**src/rtl/load_store_unit_pkg.sv**
```systemverilog
// Shared funct3 codes, control FSM states and access-legality helpers for the load/store unit.
package load_store_unit_pkg;

   localparam logic [2:0] F3_B  = 3'b000;
   localparam logic [2:0] F3_H  = 3'b001;
   localparam logic [2:0] F3_W  = 3'b010;
   localparam logic [2:0] F3_BU = 3'b100;
   localparam logic [2:0] F3_HU = 3'b101;

   typedef enum logic [1:0] {
      StIdle,
      StReq,
      StDone,
      StFault
   } lsu_state_e;

   function automatic logic f3_illegal(input logic is_store, input logic [2:0] f3);
      if (is_store) return (f3 > F3_W);
      return !(f3 inside {F3_B, F3_H, F3_W, F3_BU, F3_HU});
   endfunction

   // Access size comes from funct3[1:0] for both signed and unsigned loads.
   function automatic logic misaligned(input logic [2:0] f3, input logic [1:0] addr_lo);
      case (f3[1:0])
         2'b01:   return addr_lo[0];
         2'b10:   return |addr_lo;
         default: return 1'b0;
      endcase
   endfunction

endpackage

```
**src/rtl/load_store_unit_if.sv**
```systemverilog
// Data-memory req/ack bus between the load/store unit (master) and data memory (slave).
interface load_store_unit_if;

   logic [31:0] mem_addr;
   logic [31:0] mem_wdata;
   logic [3:0]  mem_wstrb;
   logic        mem_we;
   logic        mem_req;
   logic [31:0] mem_rdata;
   logic        mem_ack;

   modport master (
      output mem_addr, mem_wdata, mem_wstrb, mem_we, mem_req,
      input  mem_rdata, mem_ack
   );

   modport slave (
      input  mem_addr, mem_wdata, mem_wstrb, mem_we, mem_req,
      output mem_rdata, mem_ack
   );

endinterface

```
**src/rtl/lsu_lane_steer.sv**
```systemverilog
// Byte/half/word lane steering: store strobes and replicated write data, load extraction and
// sign/zero extension. Purely combinational.
module lsu_lane_steer
   import load_store_unit_pkg::*;
(
   input  logic [2:0]  i_funct3,
   input  logic [1:0]  i_addr_lo,
   input  logic [31:0] i_store_data,
   input  logic [31:0] i_rdata,
   output logic [3:0]  o_wstrb,
   output logic [31:0] o_wdata,
   output logic [31:0] o_load_data
);

   logic [7:0]  w_byte;
   logic [15:0] w_half;

   always_comb begin
      unique case (i_addr_lo)
         2'd0: w_byte = i_rdata[7:0];
         2'd1: w_byte = i_rdata[15:8];
         2'd2: w_byte = i_rdata[23:16];
         2'd3: w_byte = i_rdata[31:24];
         default: w_byte = i_rdata[7:0];
      endcase
      w_half = i_addr_lo[1] ? i_rdata[31:16] : i_rdata[15:0];
   end

   always_comb begin
      o_wstrb     = 4'b0000;
      o_wdata     = i_store_data;
      o_load_data = i_rdata;
      case (i_funct3)
         F3_B: begin
            o_wstrb     = 4'b0001 << i_addr_lo;
            o_wdata     = {4{i_store_data[7:0]}};
            o_load_data = {{24{w_byte[7]}}, w_byte};
         end
         F3_H: begin
            o_wstrb     = 4'b0011 << {i_addr_lo[1], 1'b0};
            o_wdata     = {2{i_store_data[15:0]}};
            o_load_data = {{16{w_half[15]}}, w_half};
         end
         F3_W:    o_wstrb     = 4'b1111;
         F3_BU:   o_load_data = {24'd0, w_byte};
         F3_HU:   o_load_data = {16'd0, w_half};
         default: ;
      endcase
   end

endmodule

```
**src/rtl/load_store_unit.sv**
```systemverilog
// Memory-access stage: runs one req/ack data-memory transaction per load/store and hands
// extended load results to the register bank.
module load_store_unit
   import load_store_unit_pkg::*;
#(
   parameter int unsigned MEM_TIMEOUT = 15
) (
   input  logic                     i_stage_clk,
   input  logic                     i_reset,
   input  logic                     i_start,
   input  logic                     i_is_store,
   input  logic [2:0]               i_funct3,
   input  logic [31:0]              i_addr,
   input  logic [31:0]              i_store_data,
   input  logic [4:0]               i_rd_in,
   load_store_unit_if.master        io_mem,
   output logic [31:0]              o_load_data,
   output logic [4:0]               o_rd_out,
   output logic                     o_save_from_memory,
   output logic                     o_busy,
   output logic                     o_done,
   output logic                     o_fault
);

   lsu_state_e  r_state, w_state_next;
   logic        r_is_store;
   logic [2:0]  r_funct3;
   logic [31:0] r_addr;
   logic [31:0] r_store_data;
   logic [4:0]  r_rd;
   logic [7:0]  r_cnt;
   logic [31:0] r_load_data;
   logic [4:0]  r_rd_out;

   logic [7:0]  w_cnt_inc;
   logic        w_timeout;
   logic        w_bad_access;
   logic        w_in_req;
   logic [3:0]  w_wstrb;
   logic [31:0] w_wdata;
   logic [31:0] w_load_ext;

   assign w_cnt_inc    = r_cnt + 8'd1;
   assign w_timeout    = (w_cnt_inc == 8'(MEM_TIMEOUT));
   assign w_bad_access = f3_illegal(i_is_store, i_funct3) || misaligned(i_funct3, i_addr[1:0]);
   assign w_in_req     = (r_state == StReq);

   lsu_lane_steer u_lane_steer (
      .i_funct3     (r_funct3),
      .i_addr_lo    (r_addr[1:0]),
      .i_store_data (r_store_data),
      .i_rdata      (io_mem.mem_rdata),
      .o_wstrb      (w_wstrb),
      .o_wdata      (w_wdata),
      .o_load_data  (w_load_ext)
   );

   // Decoding the raw inputs lets a bad access fault in the cycle right after start.
   always_comb begin
      w_state_next = r_state;
      unique case (r_state)
         StIdle:  if (i_start) w_state_next = w_bad_access ? StFault : StReq;
         StReq: begin
            if (io_mem.mem_ack)  w_state_next = StDone;
            else if (w_timeout)  w_state_next = StFault;
         end
         StDone:  w_state_next = StIdle;
         StFault: w_state_next = StIdle;
         default: w_state_next = StIdle;
      endcase
   end

   always_ff @(posedge i_stage_clk) begin
      if (!i_reset) begin
         r_state      <= StIdle;
         r_is_store   <= 1'b0;
         r_funct3     <= 3'd0;
         r_addr       <= 32'd0;
         r_store_data <= 32'd0;
         r_rd         <= 5'd0;
         r_cnt        <= 8'd0;
         r_load_data  <= 32'd0;
         r_rd_out     <= 5'd0;
      end else begin
         r_state <= w_state_next;
         if (r_state == StIdle && i_start) begin
            r_is_store   <= i_is_store;
            r_funct3     <= i_funct3;
            r_addr       <= i_addr;
            r_store_data <= i_store_data;
            r_rd         <= i_rd_in;
            r_cnt        <= 8'd0;
         end
         if (w_in_req && !io_mem.mem_ack) r_cnt <= w_cnt_inc;
         if (w_in_req && io_mem.mem_ack && !r_is_store) begin
            r_load_data <= w_load_ext;
            r_rd_out    <= r_rd;
         end
      end
   end

   assign io_mem.mem_req   = w_in_req;
   assign io_mem.mem_we    = w_in_req && r_is_store;
   assign io_mem.mem_wstrb = (w_in_req && r_is_store) ? w_wstrb : 4'b0000;
   assign io_mem.mem_addr  = {r_addr[31:2], 2'b00};
   assign io_mem.mem_wdata = w_wdata;

   assign o_load_data        = r_load_data;
   assign o_rd_out           = r_rd_out;
   assign o_busy             = (r_state != StIdle);
   assign o_done             = (r_state == StDone);
   assign o_save_from_memory = (r_state == StDone) && !r_is_store;
   assign o_fault            = (r_state == StFault);

endmodule

```
**src/flat_wrapper.sv**
```systemverilog
// flat-port wrapper written by rule: the top's interface ports become plain ports
module load_store_unit_flat import load_store_unit_pkg::*;
#(
   parameter int unsigned MEM_TIMEOUT = 15
)
  (i_stage_clk, i_reset, i_start, i_is_store, i_funct3, i_addr, i_store_data, i_rd_in, o_load_data, o_rd_out, o_save_from_memory, o_busy, o_done, o_fault, io_mem_mem_addr, io_mem_mem_wdata, io_mem_mem_wstrb, io_mem_mem_we, io_mem_mem_req, io_mem_mem_rdata, io_mem_mem_ack);
  load_store_unit_if io_mem_i ();
  input  logic i_stage_clk;
  input  logic i_reset;
  input  logic i_start;
  input  logic i_is_store;
  input  logic [2:0] i_funct3;
  input  logic [31:0] i_addr;
  input  logic [31:0] i_store_data;
  input  logic [4:0] i_rd_in;
  output logic [31:0] o_load_data;
  output logic [4:0] o_rd_out;
  output logic o_save_from_memory;
  output logic o_busy;
  output logic o_done;
  output logic o_fault;
  output wire logic [$bits(io_mem_i.mem_addr)-1:0] io_mem_mem_addr;
  output wire logic [$bits(io_mem_i.mem_wdata)-1:0] io_mem_mem_wdata;
  output wire logic [$bits(io_mem_i.mem_wstrb)-1:0] io_mem_mem_wstrb;
  output wire logic [$bits(io_mem_i.mem_we)-1:0] io_mem_mem_we;
  output wire logic [$bits(io_mem_i.mem_req)-1:0] io_mem_mem_req;
  input wire logic [$bits(io_mem_i.mem_rdata)-1:0] io_mem_mem_rdata;
  input wire logic [$bits(io_mem_i.mem_ack)-1:0] io_mem_mem_ack;
  assign io_mem_mem_addr = io_mem_i.mem_addr;
  assign io_mem_mem_wdata = io_mem_i.mem_wdata;
  assign io_mem_mem_wstrb = io_mem_i.mem_wstrb;
  assign io_mem_mem_we = io_mem_i.mem_we;
  assign io_mem_mem_req = io_mem_i.mem_req;
  assign io_mem_i.mem_rdata = io_mem_mem_rdata;
  assign io_mem_i.mem_ack = io_mem_mem_ack;
  load_store_unit #(.MEM_TIMEOUT(MEM_TIMEOUT)) u_core (.i_stage_clk(i_stage_clk), .i_reset(i_reset), .i_start(i_start), .i_is_store(i_is_store), .i_funct3(i_funct3), .i_addr(i_addr), .i_store_data(i_store_data), .i_rd_in(i_rd_in), .io_mem(io_mem_i), .o_load_data(o_load_data), .o_rd_out(o_rd_out), .o_save_from_memory(o_save_from_memory), .o_busy(o_busy), .o_done(o_done), .o_fault(o_fault));
endmodule
```
**config.mk**
```make
export PLATFORM = sky130hd
export DESIGN_NAME = load_store_unit_flat
export DESIGN_NICKNAME = d
export VERILOG_FILES = /design/src/rtl/load_store_unit_pkg.sv /design/src/rtl/load_store_unit_if.sv /design/src/rtl/lsu_lane_steer.sv /design/src/rtl/load_store_unit.sv /design/src/flat_wrapper.sv
export SDC_FILE = /design/constraint.sdc
export NUM_CORES = 1
export LEC_CHECK = 0
export CELL_PAD_IN_SITES_DETAIL_PLACEMENT = 2
export CELL_PAD_IN_SITES_GLOBAL_PLACEMENT = 2
export CORE_MARGIN = 3
export CORE_UTILIZATION = 27
export CTS_CLUSTER_DIAMETER = 50
export DETAILED_ROUTE_END_ITERATION = 8
export PLACE_DENSITY = 0.88
export SYNTH_ARGS = -nofsm -noshare
export SYNTH_HDL_FRONTEND = slang
export SYNTH_SLANG_ARGS = --single-unit
```
**constraint.sdc**
```tcl
create_clock -name i_stage_clk -period 4.45 [get_ports i_stage_clk]
set_input_delay 0.6675 -clock i_stage_clk [delete_from_list [all_inputs] [get_ports i_stage_clk]]
set_output_delay 0.6675 -clock i_stage_clk [all_outputs]
set_load 0.01 [all_outputs]
```
==> results of run 1 <==
-- power breakdown --
group          total, mW  internal [mW]  switching (mW)
sequential          1.21           1.14          0.0639
clock               1.42          0.893           0.523
combinational      0.606          0.317           0.289
total               3.23           2.35           0.875
-- path summary, 6_finish.rpt --
kind | slack [ns] | from | depth (start not counted) | end
hold / removal | 0.46 | u_core.r_addr[10] | 2 | u_core.r_addr[10]
setup reg to reg | 2.04 | u_core.r_state[0] | 4 | u_core.o_load_data[18]
setup / recovery | 0.86 | u_core.r_funct3[0] | 3 | io_mem_mem_wdata[9]
hold reg to reg | 0.46 | u_core.r_addr[10] | 2 | u_core.r_addr[10]
-- sequential cells by signal (all words and copies together) (netlist names) --
register             flops
u_core.o_load_data      32
u_core.o_rd_out          5
u_core.r_addr           32
u_core.r_cnt             8
u_core.r_funct3          3
u_core.r_is_store        1
u_core.r_rd              5
u_core.r_state           2
u_core.r_store_data     32
-- layout by cell type (no fill, tap or decap), drive strengths merged, types with 10 or more instances in the layout --
master and n:
clkbuf 20, nand2b 10, clkdlybuf4s50 216, dfxtp 120, nand3b 10, mux2i 13, nor2 24, nand2 192
o21ai 22, a21boi 89, mux2 31, a21oi 43
-- worst min-delay path, cell delays in order (launching register included) --
cell	delay, ns
dfxtp_1	0.30
nand2_1	0.05
a21boi_0	0.06
-- cell families after synthesis --
group	Yosys count
other cells	1
compound gates	184
mux	44
flops	120
simple gates	263
fa+ha+maj	5
buf+inv	97
xor+xnor	2
-- routing by layer --
layer	GRT usage, %	up-vias
met5	0	-
met1	22.2	2769
met4	5.26	2
met3	5.74	23
li1	-	2680
met2	30.7	169
-- area by class of cell --
| class | instances | area share, % |
|---|---|---|
| sequential | 120 | 28.0 |
| timing repair buffer | 223 | 25.9 |
| tap | 275 | 4.02 |
| clock inverter | 12 | 1.77 |
| inverter | 8 | 0.351 |
| multi-input combinational | 500 | 34.7 |
| clock buffer | 20 | 5.22 |
==> results.cfg, run 1 <==
[logic_synthesis]
synth-edff-count = 0
synth_area_leaders = dfxtp_1 41%, nand2_1 12%, a21boi_0 11%
synthSimpleGateAreaFrac_pct = 19.3
synthCells = 716
yosys.area.top_type = dfxtp_1
synth_top_family_by_area = compound AO/OA/AOI/OAI gates
synth_top_area_share_pct = 40.8
yosysMostFrequentCell = nand2_1
synth_fa_ha_area_share_pct = 1.06
synth.top_cells.by_count = 192 x nand2_1, 120 x dfxtp_1, 87 x a21boi_0, 42 x buf_4, 41 x a21oi_1
synth_compound_area_share_pct = 21.2
synth.yosys.seq_area_share_pct = 40.8
yosys.cell_types.count = 46
synthMuxAreaShare_pct = 8.14
synth_area_mm2 = 0.00588
synth-seq-cells = 120
yosys_warnings = 0
synth_flop_cell = dfxtp_1
synth-xor-area-share_pct = 0.298
synth.avg_cell_area_um2 = 8.22
async_flop_share_pct = 0

[critical_path]
cp_max_fo = 21
critPathLaunchType = flip-flop
cp.required_ns = 3.78
slowest_stage = nor3_2
worstPathArrival_ns = 2.92
slowest_delay_ns = 0.94
path_cells = nor3_2 -> mux2_2 -> clkdlybuf4s50_1
path_class = reg -> out
end_kind = output port
crit_family = simple AND/OR/NAND/NOR gates
path_buf_inv = 1

[sta]
hold_slack_ns = 0.463
fin_crit_sh_pct = 80.6
maxSlewHeadroom_pct = 31.9
rsz0062_at_grt = false
min_period_ns = 3.59
setup_ws_ns = 0.864
setup_tns_ns = 0
finClkSkew_ns = 0.0159
slew_viol_final = 0
hold_viol = 0
fmax_mhz = 279
setup_viol = 0
worstMarginPinSlew_ns = 1.02

[place]
io_buffer_count = 217
place_area_mm2 = 0.00797
gp_congestion = 0.772
place_worst_setup_slack_ns = 1.27
dp.cells = 1126
dp_hpwl_mm = 15.4

[final_layout]
utilization_pct = 40.4
area_growth_pct = 45.5
seqCellArea_mm2 = 0.00240
stdcell_area_mm2 = 0.00856
antenna_cells = 0
nets = 984
instances_no_fill = 1158
filler_cell_count = 2408
multiInputGateArea_mm2 = 0.00298
layout-drive-gt1-share_pct = 8.72

[detailed_routing]
wl_per_cell_um = 18.8
drtIter0Drc = 219
dr.pass1.iters = 4
drt-met1-wl_mm = 9.39
met3_length_mm = 1.51
routed_wl_mm = 21.7
drcViolationCount = 0
highest_layer = met5
vias = 5643
antenna_left = 0
viasPerCell = 4.87
wl_met2_mm = 10.5

[global_route]
grt.overflow.total = 0
antenna_found_initial = 1
grt_pass1_vias = 6093
grt_max_degree = 79
grt_pass1_wl_mm = 34.3
globalRouteTotalUtil_pct = 18.1

[floorplanning]
core_mm2 = 0.0212
die_h_um = 154
die_area_mm2 = 0.0236
die_w_um = 154
ioPinCount = 220
rows = 53
start_util_pct = 27.7

[clock_tree]
htreeDepth = 4
clock_tree.buffer_depth = 2
cts_root_buf = clkbuf_16
cts-buffers-inserted = 17
cts_tree = built
cts_sinks = 120
postCtsSetupBuffers = 0
holdBufCountCts = 0
cts_resized = 0
insertion_delay_ns = 0.43
clkTransAtPathRegs_ns = 0.05

[run_status]
status = finished clean

[power]
p_leak_nw = 3.06
pwr_density_cell_mw_per_mm2 = 377
peakVddDrop_v = 0.000248
finalPower_mw = 3.23

[worst_hold_path]
hp-class = reg -> reg

[flow_run]
maxCapViolCount = 0
Power figures use the tool's default switching activity.
==> run 2: changes to the inputs <==
--- a/config.mk
+++ b/config.mk
@@ -8,10 +8,10 @@
 export CELL_PAD_IN_SITES_DETAIL_PLACEMENT = 2
 export CELL_PAD_IN_SITES_GLOBAL_PLACEMENT = 2
 export CORE_MARGIN = 3
-export CORE_UTILIZATION = 27
+export CORE_UTILIZATION = 22
 export CTS_CLUSTER_DIAMETER = 50
 export DETAILED_ROUTE_END_ITERATION = 8
-export PLACE_DENSITY = 0.88
+export PLACE_DENSITY = 0.77
 export SYNTH_ARGS = -nofsm -noshare
 export SYNTH_HDL_FRONTEND = slang
 export SYNTH_SLANG_ARGS = --single-unit
==> constraint.sdc (replaced) <==
create_clock -name i_stage_clk -period 3.26 [get_ports i_stage_clk]
set_input_delay 0.489 -clock i_stage_clk [delete_from_list [all_inputs] [get_ports i_stage_clk]]
set_output_delay 0.489 -clock i_stage_clk [all_outputs]
set_load 0.01 [all_outputs]
==> run 2 against run 1 <==
Effect of this change:
- setup slack worse by 0.53 ns
- clock power up 35%
- sequential power up 35%
- die area up 22%
- sequential share of layout area down 0.43 points
- count of clock-buffer cells in the layout up 1
- non-clock buffer count up 7
- first-iteration DRC count down 9.6%
- utilization down 7.2 points
- critical path type unchanged
==> results.cfg, run 2 (synthesis gave the netlist of run 1 again) <==
[run_status]
status = finished clean

[critical_path]
rr_worst_depth = 4
slowest_stage = dfxtp_1
path_depth = 4
cp.required_ns = 2.77
path_buf_inv = 1
cp_max_fo = 13
r2r_slack_ns = 1.16
slowest_delay_ns = 0.61
crit_family = simple AND/OR/NAND/NOR gates
reg2reg_from = u_core.r_state[1]
path_class = reg -> out
end_kind = output port
setup.worst_path.end = io_mem_mem_wstrb[0]
critPathLaunchType = flip-flop
worstPathArrival_ns = 2.44
path_cells = nand2b_1 -> a21oi_2 -> nor2_1 -> clkdlybuf4s50_1
setup.worst_path.start = u_core.r_funct3[0]
rr_endpoint = u_core.o_load_data[16]

[place]
place_area_mm2 = 0.00812
gp_congestion = 0.752
io_buffer_count = 217
dp.cells = 1193
place_worst_setup_slack_ns = 0.773
dp_hpwl_mm = 15.8

[worst_hold_path]
hp-class = reg -> reg

[final_layout]
mostFrequentLayoutCell = clkdlybuf4s50_1
layout-drive-gt1-share_pct = 9.22
area_growth_pct = 47.8
nets = 991
filler_cell_count = 2950
final_cell_mix = 216 x clkdlybuf4s50_1, 191 x nand2_1, 120 x dfxtp_1
instances_no_fill = 1224
stdcell_area_mm2 = 0.00870
multiInputGateArea_mm2 = 0.00298
antenna_cells = 0
seqCellArea_mm2 = 0.00240
utilization_pct = 33.2

[global_route]
grt_pass1_vias = 6312
met3_usage_pct = 6.03
grt.overflow.total = 0
grt_util_met2_pct = 27.0
grt_pass1_wl_mm = 35.4
met1_usage_pct = 18.5
globalRouteTotalUtil_pct = 15.7
antenna_found_initial = 2
grt_max_degree = 94
busiest_layer = met2

[flow_run]
maxCapViolCount = 0

[sta]
worstMarginPinSlew_ns = 0.784
setup_viol = 0
rsz0062_at_grt = false
finClkSkew_ns = 0.00669
setup_tns_ns = 0
fin_crit_sh_pct = 89.8
slew_viol_final = 0
maxSlewHeadroom_pct = 47.8
fmax_mhz = 342
hold_slack_ns = 0.463
hold_viol = 0
min_period_ns = 2.93
setup_ws_ns = 0.333

[floorplanning]
rows = 59
ioPinCount = 220
die_w_um = 170
core_mm2 = 0.0262
die_area_mm2 = 0.0287
start_util_pct = 22.5
die_h_um = 170

[clock_tree]
insertion_delay_ns = 0.41
clkTransAtPathRegs_ns = 0.05
postCtsSetupBuffers = 0
cts_sinks = 120
cts_tree = built
cts_resized = 0
holdBufCountCts = 0
htreeDepth = 4
cts_root_buf = clkbuf_16
clock_tree.buffer_depth = 2
cts-buffers-inserted = 17

[power]
peakVddDrop_v = 0.000253
finalPower_mw = 4.40
pwr_density_cell_mw_per_mm2 = 506
p_leak_nw = 3.10

[detailed_routing]
dr.pass1.iters = 4
viasPerCell = 4.60
drcViolationCount = 0
vias = 5630
wl_per_cell_um = 18.3
routed_wl_mm = 22.4
drtIter0Drc = 198
antenna_left = 0
==> run 2: cell types whose count changed in the layout (fill, tap and decap cells not counted), sizes merged <==
cell      previous run  this run
buf                  7        14
clkbuf              20        21
clkinv               7         6
clkinvlp             2         1
==> run 2: worst min-delay path by stage <==
stage,startpoint,endpoint,depth (start not counted)
floorplan,u_core.r_store_data[16],u_core.r_store_data[16],2
global placement,u_core.r_addr[20],u_core.r_addr[20],2
detailed placement,u_core.r_rd[2],u_core.o_rd_out[2],2
CTS,i_reset,u_core.r_cnt[6],2
global route,i_reset,u_core.r_cnt[7],2
finish,u_core.r_rd[3],u_core.o_rd_out[3],2
==> run 2: area by class of cell <==
type / count / area share, %
clock inverters: 10 / 1.47
flip-flops and latches: 120 / 27.6
multi-input cells: 500 / 34.2
well taps: 335 / 4.82
inverters: 8 / 0.345
repair buffers: 230 / 26.4
clock buffers: 21 / 5.18
==> run 2: worst reg2reg max path, cell delays in order, from the launching register on <==
cell and delay, ns:
dfxtp_1 0.42, and2b_1 0.29, nand3b_1 0.35, a21oi_2 0.73, a21oi_1 0.15
==> run 2: per-layer routing <==
metal  wire [µm]  part of all wire [%]  vias to the layer above
met5          23                  0.10                        -
met3        1670                   7.4                       19
met1        9740                    43                     2743
li1            -                     -                     2697
met4         226                   1.0                        4
met2       10700                    48                      167
==> run 2: report_power, final <==
part | internal [mW] | leakage [nW] | switching, mW | total, mW
Clock | 1.21 | 0.286 | 0.699 | 1.91
Sequential | 1.56 | 0.980 | 0.0729 | 1.63
Combinational | 0.445 | 1.83 | 0.412 | 0.858
